`src/rtl/ip_table_access_ctrl_pkg.sv`:
```
// Shared constants and types for the destination-IP table access controller.
// Register map indices are byte offsets divided by four (address bits [4:2]).
package ip_table_access_ctrl_pkg;

  localparam logic [2:0] REG_WR_DATA = 3'd0;
  localparam logic [2:0] REG_ADDR    = 3'd1;
  localparam logic [2:0] REG_CMD     = 3'd2;
  localparam logic [2:0] REG_RD_DATA = 3'd3;
  localparam logic [2:0] REG_STATUS  = 3'd4;
  localparam logic [2:0] REG_WR_OPS  = 3'd5;
  localparam logic [2:0] REG_RD_OPS  = 3'd6;

  localparam int ST_BUSY    = 0;
  localparam int ST_DONE    = 1;
  localparam int ST_TIMEOUT = 2;
  localparam int ST_CMD_ERR = 3;

  localparam logic [1:0] CMD_WRITE = 2'b01;
  localparam logic [1:0] CMD_READ  = 2'b10;

  localparam logic [1:0] RESP_OKAY   = 2'b00;
  localparam logic [1:0] RESP_SLVERR = 2'b10;

  typedef enum logic [1:0] {
    IDLE,
    WR_REQ,
    RD_REQ,
    WAIT_ACK
  } state_t;

endpackage

```
`src/rtl/ip_table_access_ctrl_axi_lite_reg_if.sv`:
```
// AXI4-Lite slave handshakes for the table access controller.
// Turns bus transfers into register strobes; response codes come from the top.
module ip_table_access_ctrl_axi_lite_reg_if
  import ip_table_access_ctrl_pkg::*;
#(
  parameter int DW = 32,
  parameter int AW = 32
) (
  input  logic          clk,
  input  logic          rst_n,
  input  logic [AW-1:0] awaddr,
  input  logic          awvalid,
  output logic          awready,
  input  logic [DW-1:0] wdata,
  input  logic          wvalid,
  output logic          wready,
  output logic [1:0]    bresp,
  output logic          bvalid,
  input  logic          bready,
  input  logic [AW-1:0] araddr,
  input  logic          arvalid,
  output logic          arready,
  output logic [DW-1:0] rdata,
  output logic [1:0]    rresp,
  output logic          rvalid,
  input  logic          rready,
  output logic          wr_strobe,
  output logic [2:0]    wr_offset,
  output logic [DW-1:0] wr_data,
  input  logic [1:0]    wr_resp,
  output logic          rd_strobe,
  output logic [2:0]    rd_offset,
  input  logic [DW-1:0] rd_data
);

  logic          aw_rdy;
  logic          ar_rdy;
  logic          b_vld;
  logic          r_vld;
  logic [1:0]    b_resp;
  logic [DW-1:0] r_data;
  logic          unused_bits;

  assign wr_strobe = aw_rdy & awvalid & wvalid;
  assign wr_offset = awaddr[4:2];
  assign wr_data   = wdata;
  assign rd_strobe = ar_rdy & arvalid;
  assign rd_offset = araddr[4:2];

  assign awready = aw_rdy;
  assign wready  = aw_rdy;
  assign arready = ar_rdy;
  assign bvalid  = b_vld;
  assign bresp   = b_resp;
  assign rvalid  = r_vld;
  assign rdata   = r_data;
  assign rresp   = RESP_OKAY;

  assign unused_bits = ^{awaddr[AW-1:5], awaddr[1:0],
                         araddr[AW-1:5], araddr[1:0]};

  always_ff @(posedge clk or negedge rst_n) begin
    if (!rst_n) begin
      aw_rdy <= 1'b0;
      b_vld  <= 1'b0;
      b_resp <= RESP_OKAY;
    end else begin
      // ready is a one-cycle pulse so each address/data pair lands once
      aw_rdy <= awvalid & wvalid & ~b_vld & ~aw_rdy;
      if (wr_strobe) begin
        b_vld  <= 1'b1;
        b_resp <= wr_resp;
      end else if (bready) begin
        b_vld <= 1'b0;
      end
    end
  end

  always_ff @(posedge clk or negedge rst_n) begin
    if (!rst_n) begin
      ar_rdy <= 1'b0;
      r_vld  <= 1'b0;
      r_data <= '0;
    end else begin
      ar_rdy <= arvalid & ~r_vld & ~ar_rdy;
      if (rd_strobe) begin
        r_vld  <= 1'b1;
        r_data <= rd_data;
      end else if (rready) begin
        r_vld <= 1'b0;
      end
    end
  end

endmodule

```
`src/rtl/ip_table_access_ctrl.sv`:
```
// Host-side requester for the 32-entry destination-IP table port.
// Optional ack timeout compiled in with IP_TBL_ACK_TIMEOUT_EN.
module ip_table_access_ctrl
  import ip_table_access_ctrl_pkg::*;
#(
  parameter int C_S_AXI_DATA_WIDTH = 32,
  parameter int C_S_AXI_ADDR_WIDTH = 32,
  parameter int C_TBL_ADDR_WIDTH   = 5,
  parameter int C_ACK_TIMEOUT      = 16
) (
  input  logic                            AXI_ACLK,
  input  logic                            AXI_RESETN,
  input  logic [C_S_AXI_ADDR_WIDTH-1:0]   S_AXI_AWADDR,
  input  logic                            S_AXI_AWVALID,
  output logic                            S_AXI_AWREADY,
  input  logic [C_S_AXI_DATA_WIDTH-1:0]   S_AXI_WDATA,
  input  logic [C_S_AXI_DATA_WIDTH/8-1:0] S_AXI_WSTRB,
  input  logic                            S_AXI_WVALID,
  output logic                            S_AXI_WREADY,
  output logic [1:0]                      S_AXI_BRESP,
  output logic                            S_AXI_BVALID,
  input  logic                            S_AXI_BREADY,
  input  logic [C_S_AXI_ADDR_WIDTH-1:0]   S_AXI_ARADDR,
  input  logic                            S_AXI_ARVALID,
  output logic                            S_AXI_ARREADY,
  output logic [C_S_AXI_DATA_WIDTH-1:0]   S_AXI_RDATA,
  output logic [1:0]                      S_AXI_RRESP,
  output logic                            S_AXI_RVALID,
  input  logic                            S_AXI_RREADY,
  output logic                            tbl_wr_req,
  output logic                            tbl_rd_req,
  output logic [C_TBL_ADDR_WIDTH-1:0]     tbl_wr_addr,
  output logic [C_TBL_ADDR_WIDTH-1:0]     tbl_rd_addr,
  output logic [C_S_AXI_DATA_WIDTH-1:0]   tbl_wr_data,
  input  logic [C_S_AXI_DATA_WIDTH-1:0]   tbl_rd_data,
  input  logic                            tbl_wr_ack,
  input  logic                            tbl_rd_ack
);

  localparam int DW = C_S_AXI_DATA_WIDTH;
  localparam int TW = C_TBL_ADDR_WIDTH;
  localparam logic [7:0] ACK_LIMIT = 8'(C_ACK_TIMEOUT);

  state_t        state;
  state_t        state_nx;
  logic          reg_wr;
  logic [2:0]    wr_offset;
  logic [DW-1:0] reg_wdata;
  logic [1:0]    wr_resp;
  logic          rd_strobe;
  logic [2:0]    rd_offset;
  logic [DW-1:0] rd_word;
  logic [DW-1:0] status;

  logic [DW-1:0] wr_data_r;
  logic [TW-1:0] addr_r;
  logic [DW-1:0] rd_data_r;
  logic [DW-1:0] wr_ops;
  logic [DW-1:0] rd_ops;
  logic          done_r;
  logic          cmd_err_r;
  logic          timeout_r;
  logic          op_rd;
  logic [TW-1:0] tbl_addr_q;
  logic [DW-1:0] tbl_data_q;

  logic busy;
  logic cmd_wr;
  logic cmd_ok;
  logic start_wr;
  logic start_rd;
  logic ack_hit;
  logic timeout_hit;
  logic unused_bits;

  ip_table_access_ctrl_axi_lite_reg_if #(
    .DW (DW),
    .AW (C_S_AXI_ADDR_WIDTH)
  ) u_axi_lite_reg_if (
    .clk       (AXI_ACLK),
    .rst_n     (AXI_RESETN),
    .awaddr    (S_AXI_AWADDR),
    .awvalid   (S_AXI_AWVALID),
    .awready   (S_AXI_AWREADY),
    .wdata     (S_AXI_WDATA),
    .wvalid    (S_AXI_WVALID),
    .wready    (S_AXI_WREADY),
    .bresp     (S_AXI_BRESP),
    .bvalid    (S_AXI_BVALID),
    .bready    (S_AXI_BREADY),
    .araddr    (S_AXI_ARADDR),
    .arvalid   (S_AXI_ARVALID),
    .arready   (S_AXI_ARREADY),
    .rdata     (S_AXI_RDATA),
    .rresp     (S_AXI_RRESP),
    .rvalid    (S_AXI_RVALID),
    .rready    (S_AXI_RREADY),
    .wr_strobe (reg_wr),
    .wr_offset (wr_offset),
    .wr_data   (reg_wdata),
    .wr_resp   (wr_resp),
    .rd_strobe (rd_strobe),
    .rd_offset (rd_offset),
    .rd_data   (rd_word)
  );

  assign unused_bits = ^{S_AXI_WSTRB, rd_strobe};

  assign busy     = (state != IDLE);
  assign cmd_wr   = reg_wr && (wr_offset == REG_CMD);
  assign cmd_ok   = cmd_wr && !busy;
  assign start_wr = cmd_ok && (reg_wdata[1:0] == CMD_WRITE);
  assign start_rd = cmd_ok && (reg_wdata[1:0] == CMD_READ);
  assign wr_resp  = (cmd_wr && busy) ? RESP_SLVERR : RESP_OKAY;
  assign ack_hit  = (state == WAIT_ACK) &&
                    (op_rd ? tbl_rd_ack : tbl_wr_ack);

  assign tbl_wr_req  = (state == WR_REQ);
  assign tbl_rd_req  = (state == RD_REQ);
  assign tbl_wr_addr = tbl_addr_q;
  assign tbl_rd_addr = tbl_addr_q;
  assign tbl_wr_data = tbl_data_q;

`ifdef IP_TBL_ACK_TIMEOUT_EN
  logic [7:0] timer;

  // timer counts WAIT_ACK cycles; the last allowed cycle still accepts an ack
  assign timeout_hit = (state == WAIT_ACK) && !ack_hit &&
                       (timer == ACK_LIMIT - 8'd1);

  always_ff @(posedge AXI_ACLK or negedge AXI_RESETN) begin
    if (!AXI_RESETN) begin
      timer     <= 8'd0;
      timeout_r <= 1'b0;
    end else begin
      if (state == WAIT_ACK) timer <= timer + 8'd1;
      else                   timer <= 8'd0;
      if (cmd_ok)           timeout_r <= 1'b0;
      else if (timeout_hit) timeout_r <= 1'b1;
    end
  end
`else
  logic [7:0] unused_limit;

  assign unused_limit = ACK_LIMIT;
  assign timeout_hit  = 1'b0;
  assign timeout_r    = 1'b0;
`endif

  always_ff @(posedge AXI_ACLK or negedge AXI_RESETN) begin
    if (!AXI_RESETN) state <= IDLE;
    else             state <= state_nx;
  end

  always_comb begin
    state_nx = state;
    case (state)
      IDLE: begin
        if (start_wr)      state_nx = WR_REQ;
        else if (start_rd) state_nx = RD_REQ;
      end
      WR_REQ:   state_nx = WAIT_ACK;
      RD_REQ:   state_nx = WAIT_ACK;
      WAIT_ACK: if (ack_hit || timeout_hit) state_nx = IDLE;
      default:  state_nx = IDLE;
    endcase
  end

  always_ff @(posedge AXI_ACLK or negedge AXI_RESETN) begin
    if (!AXI_RESETN) begin
      wr_data_r  <= '0;
      addr_r     <= '0;
      rd_data_r  <= '0;
      wr_ops     <= '0;
      rd_ops     <= '0;
      done_r     <= 1'b0;
      cmd_err_r  <= 1'b0;
      op_rd      <= 1'b0;
      tbl_addr_q <= '0;
      tbl_data_q <= '0;
    end else begin
      if (reg_wr && wr_offset == REG_WR_DATA) wr_data_r <= reg_wdata;
      if (reg_wr && wr_offset == REG_ADDR)    addr_r    <= reg_wdata[TW-1:0];
      if (cmd_ok) begin
        done_r    <= 1'b0;
        cmd_err_r <= !(start_wr || start_rd);
        op_rd     <= start_rd;
      end
      // table outputs freeze here so later host writes can't disturb them
      if (start_wr || start_rd) tbl_addr_q <= addr_r;
      if (start_wr)             tbl_data_q <= wr_data_r;
      if (ack_hit) begin
        done_r <= 1'b1;
        if (op_rd) begin
          rd_data_r <= tbl_rd_data;
          rd_ops    <= rd_ops + DW'(1);
        end else begin
          wr_ops <= wr_ops + DW'(1);
        end
      end
    end
  end

  always_comb begin
    status             = '0;
    status[ST_BUSY]    = busy;
    status[ST_DONE]    = done_r;
    status[ST_TIMEOUT] = timeout_r;
    status[ST_CMD_ERR] = cmd_err_r;
  end

  always_comb begin
    rd_word = '0;
    case (rd_offset)
      REG_WR_DATA: rd_word = wr_data_r;
      REG_ADDR:    rd_word = DW'(addr_r);
      REG_RD_DATA: rd_word = rd_data_r;
      REG_STATUS:  rd_word = status;
      REG_WR_OPS:  rd_word = wr_ops;
      REG_RD_OPS:  rd_word = rd_ops;
      default:     rd_word = '0;
    endcase
  end

endmodule
```
`config.mk`:
```
export PLATFORM = sky130hd
export DESIGN_NAME = ip_table_access_ctrl
export DESIGN_NICKNAME = d
export VERILOG_FILES = /design/src/rtl/ip_table_access_ctrl_pkg.sv /design/src/rtl/ip_table_access_ctrl_axi_lite_reg_if.sv /design/src/rtl/ip_table_access_ctrl.sv
export SDC_FILE = /design/constraint.sdc
export NUM_CORES = 1
export LEC_CHECK = 0
export BUFFER_PORTS_ARGS = -buffer_cell sky130_fd_sc_hd__buf_2
export CAP_MARGIN = 10
export CORE_MARGIN = 1
export CORE_UTILIZATION = 50
export CTS_CLUSTER_SIZE = 20
export DETAILED_ROUTE_END_ITERATION = 6
export PLACE_DENSITY = 0.78
export SLEW_MARGIN = 20
export SYNTH_ARGS = -nofsm -noshare
export SYNTH_HDL_FRONTEND = slang
export SYNTH_SLANG_ARGS = --single-unit
```
`constraint.sdc`:
```
create_clock -name AXI_ACLK -period 3 [get_ports AXI_ACLK]
set_input_delay 0.15 -clock AXI_ACLK [delete_from_list [all_inputs] [get_ports AXI_ACLK]]
set_output_delay 0.15 -clock AXI_ACLK [all_outputs]
set_load 0.005 [all_outputs]
```
After elaboration in Yosys (flattened, before gate mapping)

Index checks and enable logic that the tools add are counted.

Equal/unequal tests: 14
Add/sub/neg operators: 2
Shift operators: 0
Reduce and logical (&&, ||, !) cells: 22
$mul: 0
Multiplexer cells: 13
Bitwise logic cells: 13
Divide/modulo/power cells: 0
Order comparisons: 0

Operators with widths:

| cell                                                                  | count |
|---|---|
| 32-bit case mux with 6 select lines                                   | 1 |
| 32-bit by 1-bit adder with 32-bit output, second input constant       | 2 |
| 3-bit equality test, second input constant                            | 3 |
| 1-bit AND                                                             | 8 |
| 1-bit logical AND                                                     | 8 |
| 2-bit 2-to-1 mux                                                      | 4 |
| 2-bit nonzero test                                                    | 4 |
| 1-bit 2-to-1 mux                                                      | 7 |
| 2-bit equality test, second input constant                            | 3 |
| 3-bit by 1-bit equality test with 1-bit output, second input constant | 2 |
| 3-bit by 2-bit equality test with 1-bit output, second input constant | 2 |
| 3-bit zero test                                                       | 2 |
| 2-bit case mux with 3 select lines                                    | 1 |
| 2-bit AND reduction                                                   | 3 |
| 1-bit inverter                                                        | 5 |
| 2-bit by 1-bit equality test with 1-bit output, second input constant | 2 |
| 3-bit inequality test, second input constant                          | 1 |
| 1-bit zero test                                                       | 2 |
| 2-bit zero test                                                       | 1 |
| 2-bit inequality test, second input constant                          | 1 |
| 2-bit OR reduction                                                    | 1 |
| 1-bit logical OR                                                      | 1 |

Output and inout port bits: 85
Memory bits (read-only): 0
Bits in registers: 213
Memory bits (writable): 0
Memories: 0
Latch bits: 0

Logic depth before layout (Yosys ltp)

Gate-level depths: netlist of the first run.

Word-level depth: 8
Mapped depth: 8

Modules after synthesis

Synthesis of the first run repeated with hierarchy kept, for this count alone.

Cell total of the unflattened synthesis: 813
Area total of the unflattened synthesis: 9803.2 um^2

Modules (own cells, without submodules):

| module                               | cells each | seq. area each (um^2) | area an instance (um^2) | times used |
|---|---|---|---|---|
| ip_table_access_ctrl                 | 685        | 4379.2                | 7966.4                  | 1 |
| ip_table_access_ctrl_axi_lite_reg_if | 128        | 950.9                 | 1836.8                  | 1 |

Least setup slack after synthesis of the first run

Ideal clock, no wire load.

Path type: reg-to-reg
Start point: register state[0]
End point: register tbl_data_q[10] (netlist: tbl_wr_data[10])
Slack: 0.943 ns
Data arrival time: 1.932 ns
Clock period less this slack: 2.057 ns
Library setup time: 0.125 ns
Cell stages (with the launch flop): 7
Path through: dfrtp_1 inv_1 ha_1 nand3_1 nor3b_2 buf_2 mux2_2

Word-level cells in the longest chain between the ends: 4

Ends and longest elaborated chain:

| what                     | line                        | source |
|---|---|---|
| start: declaration       | ip_table_access_ctrl.sv:44  | `state_t state;` |
| start signal: assignment | ip_table_access_ctrl.sv:152 | `else state <= state_nx;` |
| 2-bit nonzero test       | ip_table_access_ctrl.sv:109 | `assign busy = (state != IDLE);` |
| 1-bit zero test          | ip_table_access_ctrl.sv:111 | `assign cmd_ok = cmd_wr && !busy;` |
| 1-bit logical AND        | ip_table_access_ctrl.sv:111 |  |
| 1-bit logical AND        | ip_table_access_ctrl.sv:112 | `assign start_wr = cmd_ok && (reg_wdata[1:0] == CMD_WRITE);` |
| end signal: assignment   | ip_table_access_ctrl.sv:191 | `if (start_wr) tbl_data_q <= wr_data_r;` |
| end: declaration         | ip_table_access_ctrl.sv:65  | `logic [DW-1:0] tbl_data_q;` |

No other way between the ends.
A chain may end at the register's enable or synchronous reset.

Worst setup path in the final report of the first run

Start point: register state[0]
End point: register rd_ops[17]

Word-level cells in the longest chain between the ends: 3

Ends and longest elaborated chain:

| what                                 | line                        | source |
|---|---|---|
| 2-bit equality test                  | ip_table_access_ctrl.sv:115 | `assign ack_hit = (state == WAIT_ACK) &&` |
| 1-bit logical AND                    | ip_table_access_ctrl.sv:115 |  |
| 2-bit AND reduction (no source line) | n/a                         |  |
| end signal: assignment               | ip_table_access_ctrl.sv:196 | `rd_ops <= rd_ops + DW'(1);` |
| end: declaration                     | ip_table_access_ctrl.sv:59  | `logic [DW-1:0] rd_ops;` |

No other way between the ends.

==> impl_metrics.env, run 1 <==
export IMPL_cp_start_kind="register"
export IMPL_p_sw_frac=0.2402
export IMPL_layout_common_cells="dfrtp_1 (212), nand2_1 (165), buf_2 (159), mux2_2 (77), dlygate4sd3_1 (73)"
export IMPL_regArea_sq_um=5305
export IMPL_outcome="completed"
export IMPL_post_cts_buffers=0
export IMPL_hold_class="primary input to register"
export IMPL_netlist_instances=803
export IMPL_place_gp_congestion=0.8040
export IMPL_slew_headroom=0.4379
export IMPL_synth_main_ff_cell="dfrtp_1"
export IMPL_grt_ovfl_total=0
export IMPL_worst_slack_ns=0.5810
export IMPL_r2r_cells=7
export IMPL_track_usage=0.2427
export IMPL_clk_pin_slew_ns=0.06
export IMPL_rsz0062_at_grt="no"
export IMPL_combPwrFrac=0.106
export IMPL_ios=226
export IMPL_power_frac_seq=0.478
export IMPL_cts_made_buffers=23
export IMPL_synth_edff_count=0
export IMPL_crit_path_max_incr_delay_ns=0.47
export IMPL_final_layout_size_suffix_gt1_frac=0.2898
export IMPL_worstPathMaxFanout=20
export IMPL_crit_arrival_ns=2.79
export IMPL_maxSlewViolCount=0
export IMPL_ff2ff_setup_slack_ns=0.58
export IMPL_initial_core_util=0.5114
export IMPL_wl_per_cell_microns=17.41
export IMPL_async_flop_share=1.000
export IMPL_end_kind="register"
export IMPL_ys_types=46
export IMPL_drt_iter0_drc=301
export IMPL_yosys_warnings=0
export IMPL_ant_nets=0
export IMPL_r2r_start="state[0]"
export IMPL_clock_sinks=212
export IMPL_worst_pin_slew_ns=0.8405
export IMPL_fin_crit_sh=0.8063
export IMPL_fmax_ghz=0.4134
export IMPL_hold_end="done_r"
export IMPL_antennaDiodeCount=0
export IMPL_clock_skew_ns=0.005629
export IMPL_cp_required_ns=3.37
export IMPL_dp_slack_ns=0.5352
export IMPL_maxCapViolations=0
export IMPL_nFillCells=1414
export IMPL_setup_violations=0
export IMPL_die_area_sq_um=18980
export IMPL_p_sw_mw=1.623
export IMPL_hold_viol=0
export IMPL_syn_to_final_growth_pct=27.64
export IMPL_syn_area_sq_um=9218
export IMPL_grt_antenna_before_repair=0
export IMPL_root_buffer="clkbuf_16"
export IMPL_insertion_delay_ns=0.49
export IMPL_path_cells="ha_1, and3_1, buf_4, nand4_1, nor2_1, nand3_1, xnor2_1"
export IMPL_final_common_cell="dfrtp_1"
export IMPL_holdPathStages=4
export IMPL_cell_internal_pwr_mw=5.134
export IMPL_syn_avg_cell_area_sq_um=11.48
export IMPL_met2_usage=0.4101
export IMPL_die_h_microns=137.8
export IMPL_cts_buffer_depth=3
export IMPL_worstHoldStart="tbl_rd_ack"
export IMPL_grt_busiest_layer="met2"
export IMPL_vias_per_cell=5.432
export IMPL_grt_pass1_wl_microns=35920
export IMPL_synth_seq_cells=212
export IMPL_ctsResizeCount=0
export IMPL_ctsHtreeMaxLevel=1
export IMPL_use_met1=0.3254
export IMPL_routed_wl_microns=22370
export IMPL_r2r_end="rd_ops[17]"
export IMPL_critPathKind="register to register"
export IMPL_power_frac_clock=0.416
export IMPL_multiInputGateArea_sq_um=3689
export IMPL_cts_tree="built"
export IMPL_drtPass1Iterations=5
export IMPL_grt_max_degree=93
export IMPL_num_vias=6980
export IMPL_grt_pass1_vias=7064
export IMPL_core_area_sq_um=18020
export IMPL_ys_seq_area_frac=0.5755
export IMPL_p_per_area_nw_per_um2=574.3
export IMPL_core_rowCount=49
export IMPL_p_leak_nw=5.992
export IMPL_nNetsFinal=1189
export IMPL_port_buffers=160
export IMPL_finalSetupTns_ns=0
export IMPL_slowest_stage="nor2_1"
export IMPL_dp_hpwl_microns=14940
export IMPL_fp_dieW_microns=137.8
export IMPL_drc_errors=0
export IMPL_hold_buffers=73
export IMPL_grtUsageMet3=0.03826
export IMPL_peakVddDrop_uv=444.1
export IMPL_min_period_ns=2.419
## final cells by class
class / count / share of cell area
clock buffers: 33 / 0.05722
clock inverters: 6 / 0.007019
inverters: 10 / 0.003190
multi-input cells: 542 / 0.3135
flip-flops and latches: 212 / 0.4509
well taps: 229 / 0.02435
repair buffers: 253 / 0.1438
## sequential cells by signal, summed over array words and instances (netlist names), 2 cells and up
register	count
wr_ops	32
tbl_wr_data	32
tbl_rd_addr	5
state	2
wr_data_r	32
addr_r	5
u_axi_lite_reg_if.rdata	32
rd_ops	32
rd_data_r	32
## worst max-delay path: cells and delay by family, from the launching register on
family,cells,cell delay (ns)
AND/OR/NAND/NOR,4,1.24
flip-flops,1,0.40
adder cells (fa/ha/maj),1,0.25
buffers and inverters,1,0.25
XOR/XNOR,1,0.16
## logic make-up (layout without fill, tap and decap cells)
group / Yosys count / count (layout) / synth area share
XOR/XNOR: 63 / 63 / 0.05986
multiplexers: 80 / 80 / 0.09733
buffers and inverters: 51 / 302 / 0.02769
adder cells (fa/ha/maj): 6 / 6 / 0.008144
other: 1 / 3 / 0.0004068
flip-flops: 212 / 212 / 0.5755
AND/OR/NAND/NOR: 275 / 275 / 0.1413
AO/OA/AOI/OAI: 115 / 115 / 0.08972
## power groups by stage
stage                     sequential, mW  clock [mW]  combinational [mW]
final                               3.23        2.81               0.715
after global routing                3.26        2.98               0.809
after global placement              3.27           0               0.622
after CTS                           3.23        2.87               0.717
after detailed placement            3.28           0               0.639
after floorplan                     3.23           0               0.379
## how the worst max path moves through the flow
| stage | start | to | slack [ns] | cells after the start |
|---|---|---|---|---|
| floorplan | state[0] | tbl_wr_data[10] | 0.94 | 6 |
| global placement | state[0] | rd_ops[23] | 0.62 | 7 |
| detailed placement | state[0] | rd_ops[17] | 0.54 | 7 |
| CTS | state[0] | rd_ops[17] | 0.54 | 7 |
| global route | state[0] | rd_ops[17] | 0.37 | 7 |
| finish | state[0] | rd_ops[17] | 0.58 | 7 |
## through the flow
| step | total power [mW] | hold slack (ns) | cell area, sq um | instances | utilization |
|---|---|---|---|---|---|
| 6_report | 6.757 | 0.02092 | 11770 | 1285 | 0.6527 |
| 5_1_grt | 7.044 | 0.04227 | 11770 | 1285 | 0.6527 |
| 4_1_cts | 6.818 | 0.002875 | 11760 | 1285 | 0.6526 |
| 3_5_place_dp | 3.920 | 0.2182 | 10280 | 1173 | 0.5702 |
| 3_3_place_gp | 3.892 | 0.2127 | 10280 | 1173 | 0.5702 |
| 2_1_floorplan | 3.608 | -0.1456 | 9225 | 805 | - |
## synth_stat cells, types with 2 or more instances
cell	n	area, sq um
nor2_1	17	63.81
a22o_1	27	236.5
clkbuf_1	17	63.81
mux2_2	77	867.1
nand2b_1	4	25.02
mux2i_1	3	30.03
o211ai_1	2	15.01
o21ai_0	37	185.2
nor3b_1	2	15.01
nor3_4	2	32.53
o31ai_1	2	15.01
ha_1	6	75.07
buf_4	10	75.07
nand4_1	13	81.33
and3_1	15	93.84
nor2b_1	4	25.02
a221oi_1	32	280.3
and4_1	8	70.07
a21oi_1	7	35.03
buf_2	13	65.06
a31oi_1	3	18.77
a22oi_1	2	15.01
dfrtp_1	212	5305
nand3_1	26	130.1
xor2_1	18	157.7
nor4_1	2	12.51
nor3_1	4	20.02
inv_1	9	33.78
xnor2_1	45	394.1
and2_1	4	25.02
nand2_1	165	619.3
## layer usage
metal | up-vias | wire [microns]
met5 | - | 0
met4 | 0 | 467
met3 | 35 | 956
met2 | 188 | 10880
met1 | 3456 | 10060
li1 | 3301 | -
Note: power is estimated with default switching activity, not from simulation.
==> run 2, diff against run 1 <==
==> constraint.sdc (replaced) <==
create_clock -name AXI_ACLK -period 2.5 [get_ports AXI_ACLK]
set_input_delay 0.125 -clock AXI_ACLK [delete_from_list [all_inputs] [get_ports AXI_ACLK]]
set_output_delay 0.125 -clock AXI_ACLK [all_outputs]
set_load 0.005 [all_outputs]
==> run 2 against run 1 <==
Compared with the run above:
- routed wire length is 0.78% higher
- setup slack worse by 0.27 ns
- register-to-register slack worse by 0.27 ns
- sequential power is 20% higher
- global-route usage is 0.40 points higher
- fmax is 11% higher
- clock skew is 0.010 ns higher
- total power is 21% higher
- largest power group unchanged
- critical path depth is 1 lower
- count of clock-buffer cells in the layout is 6 lower
- hold slack better by 0.020 ns
- flip-flop and latch count stayed put
==> impl_metrics.env, run 2 (synthesis gave the netlist of run 1 again) <==
export IMPL_drtPass1Iterations=5
export IMPL_vias_per_cell=5.445
export IMPL_clk_pin_slew_ns=0.06
export IMPL_cts_tree="built"
export IMPL_placed_cells=1180
export IMPL_dp_hpwl_microns=15070
export IMPL_clock_sinks=212
export IMPL_die_h_microns=137.8
export IMPL_layout_common_cells="dfrtp_1 (212), nand2_1 (165), buf_2 (159), mux2_2 (77), dlygate4sd3_1 (75)"
export IMPL_end_kind="register"
export IMPL_cts_made_buffers=22
export IMPL_hold_slack_ns=0.04110
export IMPL_setup_violations=0
export IMPL_num_vias=7051
export IMPL_rsz0062_at_grt="no"
export IMPL_peakVddDrop_uv=464.2
export IMPL_min_period_ns=2.189
export IMPL_grt_antenna_before_repair=0
export IMPL_finalSetupTns_ns=0
export IMPL_port_buffers=160
export IMPL_wl_met3_microns=1291
export IMPL_met1_length_microns=9839
export IMPL_antennaDiodeCount=0
export IMPL_worst_slack_ns=0.3111
export IMPL_p_per_area_nw_per_um2=689.3
export IMPL_cts_buffer_depth=3
export IMPL_ios=226
export IMPL_fmax_ghz=0.4568
export IMPL_nNetsFinal=1197
export IMPL_core_area_sq_um=18020
export IMPL_p_leak_nw=6.059
export IMPL_slew_headroom=0.5206
export IMPL_cp_required_ns=2.88
export IMPL_clock_skew_ns=0.01582
export IMPL_track_usage=0.2466
export IMPL_grt_pass1_wl_microns=36400
export IMPL_initial_core_util=0.5114
export IMPL_grt_ovfl_total=0
export IMPL_final_layout_size_suffix_gt1_frac=0.2964
export IMPL_cp_start_kind="register"
export IMPL_core_rowCount=49
export IMPL_ctsResizeCount=0
export IMPL_met2_length_microns=11110
export IMPL_outcome="completed"
export IMPL_maxSlewViolCount=0
export IMPL_critPathKind="register to register"
export IMPL_grt_pass1_vias=7087
export IMPL_die_area_sq_um=18980
export IMPL_syn_to_final_growth_pct=28.94
export IMPL_drt_iter0_drc=337
export IMPL_ctsHtreeMaxLevel=1
export IMPL_stdcell_count=1295
export IMPL_wl_per_cell_microns=17.41
export IMPL_topRoutingLayerUsed="met4"
export IMPL_worst_pin_slew_ns=0.7191
export IMPL_fp_dieW_microns=137.8
export IMPL_hold_viol=0
export IMPL_fin_crit_sh=0.8756
export IMPL_insertion_delay_ns=0.50
export IMPL_crit_arrival_ns=2.57
export IMPL_hold_class="primary input to register"
export IMPL_worstPathMaxFanout=8
export IMPL_drc_errors=0
export IMPL_final_common_cell="dfrtp_1"
export IMPL_root_buffer="clkbuf_16"
export IMPL_routed_wl_microns=22550
export IMPL_dp_slack_ns=0.3150
export IMPL_place_gp_congestion=0.8399
export IMPL_maxCapViolations=0
export IMPL_nFillCells=1396
export IMPL_grt_max_degree=73
export IMPL_ant_nets=0
## run 2: final timing paths
path / to / depth (start not counted) / slack, ns / start
hold / removal: u_axi_lite_reg_if.bresp[1] / 4 / 0.04 / S_AXI_AWADDR[3]
min in group asynchronous: tbl_wr_data[8] / 2 / 0.18 / AXI_RESETN
setup reg to reg: wr_ops[18] / 6 / 0.31 / state[0]
hold reg to reg: u_axi_lite_reg_if.arready / 1 / 0.46 / u_axi_lite_reg_if.rvalid
setup / recovery: wr_ops[18] / 6 / 0.31 / state[0]
max in group asynchronous: rd_data_r[18] / 3 / 1.48 / AXI_RESETN
## run 2: final cells by class
cell class | instances | area, sq um | share of cell area
clock buffers | 27 | 620.6 | 0.05222
clock inverters | 13 | 146.4 | 0.01232
inverters | 10 | 37.54 | 0.003158
multi-input cells | 542 | 3687 | 0.3102
flip-flops and latches | 212 | 5305 | 0.4464
well taps | 229 | 286.5 | 0.02411
repair buffers | 262 | 1802 | 0.1516
## run 2: metrics by stage
| step | util | power (mW) | cell area (sq um) |
|---|---|---|---|
| floorplan | - | 4.329 | 9225 |
| global placement | 0.5752 | 4.687 | 10370 |
| detailed placement | 0.5752 | 4.726 | 10370 |
| CTS | 0.6594 | 8.244 | 11890 |
| global route | 0.6594 | 8.526 | 11890 |
| finish | 0.6594 | 8.192 | 11890 |
## run 2: where the power goes
part	switching [mW]	internal, mW	total (mW)
logic	0.447	0.437	0.884
clock network	1.35	2.08	3.43
registers	0.204	3.67	3.88
## run 2: routing by layer
layer / vias up / track usage
met5: - / 0
met4: 0 / 0.06220
met3: 27 / 0.03974
met2: 224 / 0.4190
met1: 3478 / 0.3289
li1: 3322 / -
## run 2: what timing repair did
| action | CTS | global route |
|---|---|---|
| hold buffers | 75 | 0 |
| setup endpoints to repair | 0 | 0 |
| endpoints found under the hold margin | 145 | 0 |
| setup buffers | 0 | 0 |
## run 2: worst max-delay path, stage by stage, from the launching register on
cell and delay, ns:
dfrtp_1 0.40, ha_1 0.23, and3b_1 0.37, and4_1 0.37
nor2b_1 0.37, nand4_1 0.18, xnor2_1 0.15
==> run 3, diff against run 2 <==
--- a/config.mk
+++ b/config.mk
@@ -15,4 +15,5 @@
 export SLEW_MARGIN = 20
 export SYNTH_ARGS = -nofsm -noshare
 export SYNTH_HDL_FRONTEND = slang
+export SYNTH_HIERARCHICAL = 1
 export SYNTH_SLANG_ARGS = --single-unit
==> run 3 against run 2 <==
Compared with the run above:
- flip-flop and latch count is 1 higher
- count of clock-buffer cells in the layout is 6 higher
- combinational power is 13% higher
- via count is 1.6% lower
==> impl_metrics.env, run 3 <==
export IMPL_outcome="completed"
export IMPL_crit_start="state[1]"
export IMPL_ctsResizeCount=0
export IMPL_hold_viol=0
export IMPL_clock_sinks=213
export IMPL_fp_dieW_microns=142.0
export IMPL_layout_common_cells="dfrtp_1 (213), buf_2 (160), nand2_1 (129), mux2_2 (81), dlygate4sd3_1 (72)"
export IMPL_grt_max_degree=69
export IMPL_die_h_microns=142.0
export IMPL_die_area_sq_um=20160
export IMPL_power_frac_seq=0.467
export IMPL_cts_made_buffers=23
export IMPL_power_frac_clock=0.414
export IMPL_yosys_warnings=6
export IMPL_r2r_cells=6
export IMPL_cp_start_kind="register"
export IMPL_clock_skew_ns=0.01242
export IMPL_port_buffers=161
export IMPL_cts_tree="built"
export IMPL_root_buffer="clkbuf_16"
export IMPL_worst_pin_slew_ns=1.023
export IMPL_place_gp_congestion=0.8113
export IMPL_vias_per_cell=5.368
export IMPL_maxSlewViolCount=0
export IMPL_critPathKind="register to register"
export IMPL_hold_slack_ns=0.03143
export IMPL_stdcell_count=1292
export IMPL_rsz0062_at_grt="no"
export IMPL_syn_area_sq_um=9799
export IMPL_syn_avg_cell_area_sq_um=12.07
export IMPL_fin_crit_sh=0.8862
export IMPL_combPwrFrac=0.119
export IMPL_worst_slack_ns=0.2846
export IMPL_ant_nets=0
export IMPL_peakVddDrop_uv=570.4
export IMPL_final_layout_size_suffix_gt1_frac=0.3353
export IMPL_wl_per_cell_microns=18.43
export IMPL_r2r_end="rd_ops[31]"
export IMPL_grt_pass1_wl_microns=38520
export IMPL_r2r_start="state[1]"
export IMPL_drc_errors=0
export IMPL_setup_violations=0
export IMPL_post_cts_buffers=0
export IMPL_ios=226
export IMPL_grt_ovfl_total=0
export IMPL_crit_end="rd_ops[31]"
export IMPL_maxCapViolations=0
export IMPL_nFillCells=1397
export IMPL_dp_slack_ns=0.3552
export IMPL_holdPathStages=4
export IMPL_nNetsFinal=1159
export IMPL_end_kind="register"
export IMPL_p_per_area_nw_per_um2=692.8
export IMPL_worstPathMaxFanout=7
export IMPL_routed_wl_microns=23810
export IMPL_cell_internal_pwr_mw=6.287
export IMPL_grt_pass1_vias=7167
export IMPL_crit_arrival_ns=2.61
export IMPL_drt_iter0_drc=470
export IMPL_ctsHtreeMaxLevel=1
export IMPL_core_area_sq_um=18960
export IMPL_worstHoldStart="tbl_wr_ack"
export IMPL_syn_to_final_growth_pct=23.82
export IMPL_dp_hpwl_microns=15560
export IMPL_p_sw_mw=2.121
export IMPL_track_usage=0.2436
export IMPL_num_vias=6935
export IMPL_min_period_ns=2.215
export IMPL_grt_antenna_before_repair=1
export IMPL_cp_required_ns=2.90
export IMPL_p_leak_nw=6.351
export IMPL_core_rowCount=50
export IMPL_placed_cells=1174
export IMPL_drtPass1Iterations=5
export IMPL_hold_class="primary input to register"
export IMPL_dpl_cell_area_sq_um=10620
export IMPL_finalSetupTns_ns=0
export IMPL_design_area_sq_um=12130
export IMPL_insertion_delay_ns=0.52
export IMPL_ff2ff_setup_slack_ns=0.28
export IMPL_initial_core_util=0.5170
export IMPL_p_sw_frac=0.2522
export IMPL_fmax_ghz=0.4514
export IMPL_netlist_instances=812
export IMPL_hold_buffers=72
export IMPL_clk_pin_slew_ns=0.06
export IMPL_slew_headroom=0.3180
export IMPL_final_common_cell="dfrtp_1"
export IMPL_cts_buffer_depth=3
## run 3: changes by cell type in the layout (fill, tap and decap cells not counted), moves of 8 or more
| cell | previous run | this run |
|---|---|---|
| buf_4 | 24 | 16 |
| a221o_1 | 0 | 27 |
| mux2_4 | 0 | 28 |
| a221oi_1 | 32 | 2 |
| nand2_1 | 165 | 129 |
| o21ai_0 | 37 | 6 |
## run 3: cell type report
class | count | area (sq um) | area share
diodes | 3 | 7.507 | 0.0006187
clock buffers | 33 | 663.1 | 0.05465
clock inverters | 9 | 106.4 | 0.008765
inverters | 12 | 45.04 | 0.003712
multi-input cells | 510 | 3950 | 0.3255
flip-flops and latches | 213 | 5330 | 0.4393
well taps | 260 | 325.3 | 0.02681
repair buffers | 252 | 1707 | 0.1406
## run 3: routing by layer
layer / GRT usage / share of wire
met5: 0 / 0
met4: 0.07697 / 0.025
met3: 0.03869 / 0.063
met2: 0.3875 / 0.48
met1: 0.3433 / 0.44
## run 3: critical path, cell delays in order (launching register included)
cell and delay (ns):
dfrtp_1 0.40, ha_1 0.32, and3_1 0.30, nand4_2 0.23
nor2_1 0.49, nand4_1 0.20, xnor2_1 0.16
## run 3: worst min path at each step
stage and endpoint:
2_1_floorplan addr_r[0], 3_3_place_gp u_axi_lite_reg_if/bresp[0], 3_5_place_dp u_axi_lite_reg_if/bvalid, 4_1_cts done_r, 5_1_grt done_r, 6_report done_r
## run 3: per-stage QoR
step / total power [mW] / utilization
6_report: 8.407 / 0.6401
5_1_grt: 8.740 / 0.6399
4_1_cts: 8.419 / 0.6389
3_5_place_dp: 4.875 / 0.5603
3_3_place_gp: 4.840 / 0.5603
2_1_floorplan: 4.520 / -
## run 3: power groups by stage
| stage | Combinational [mW] | Clock (mW) | Sequential, mW |
|---|---|---|---|
| 2_1_floorplan | 0.602 | 0 | 3.92 |
| 3_3_place_gp | 0.867 | 0 | 3.97 |
| 3_5_place_dp | 0.892 | 0 | 3.98 |
| 4_1_cts | 0.987 | 3.51 | 3.92 |
| 5_1_grt | 1.11 | 3.68 | 3.96 |
| 6_report | 0.998 | 3.48 | 3.93 |
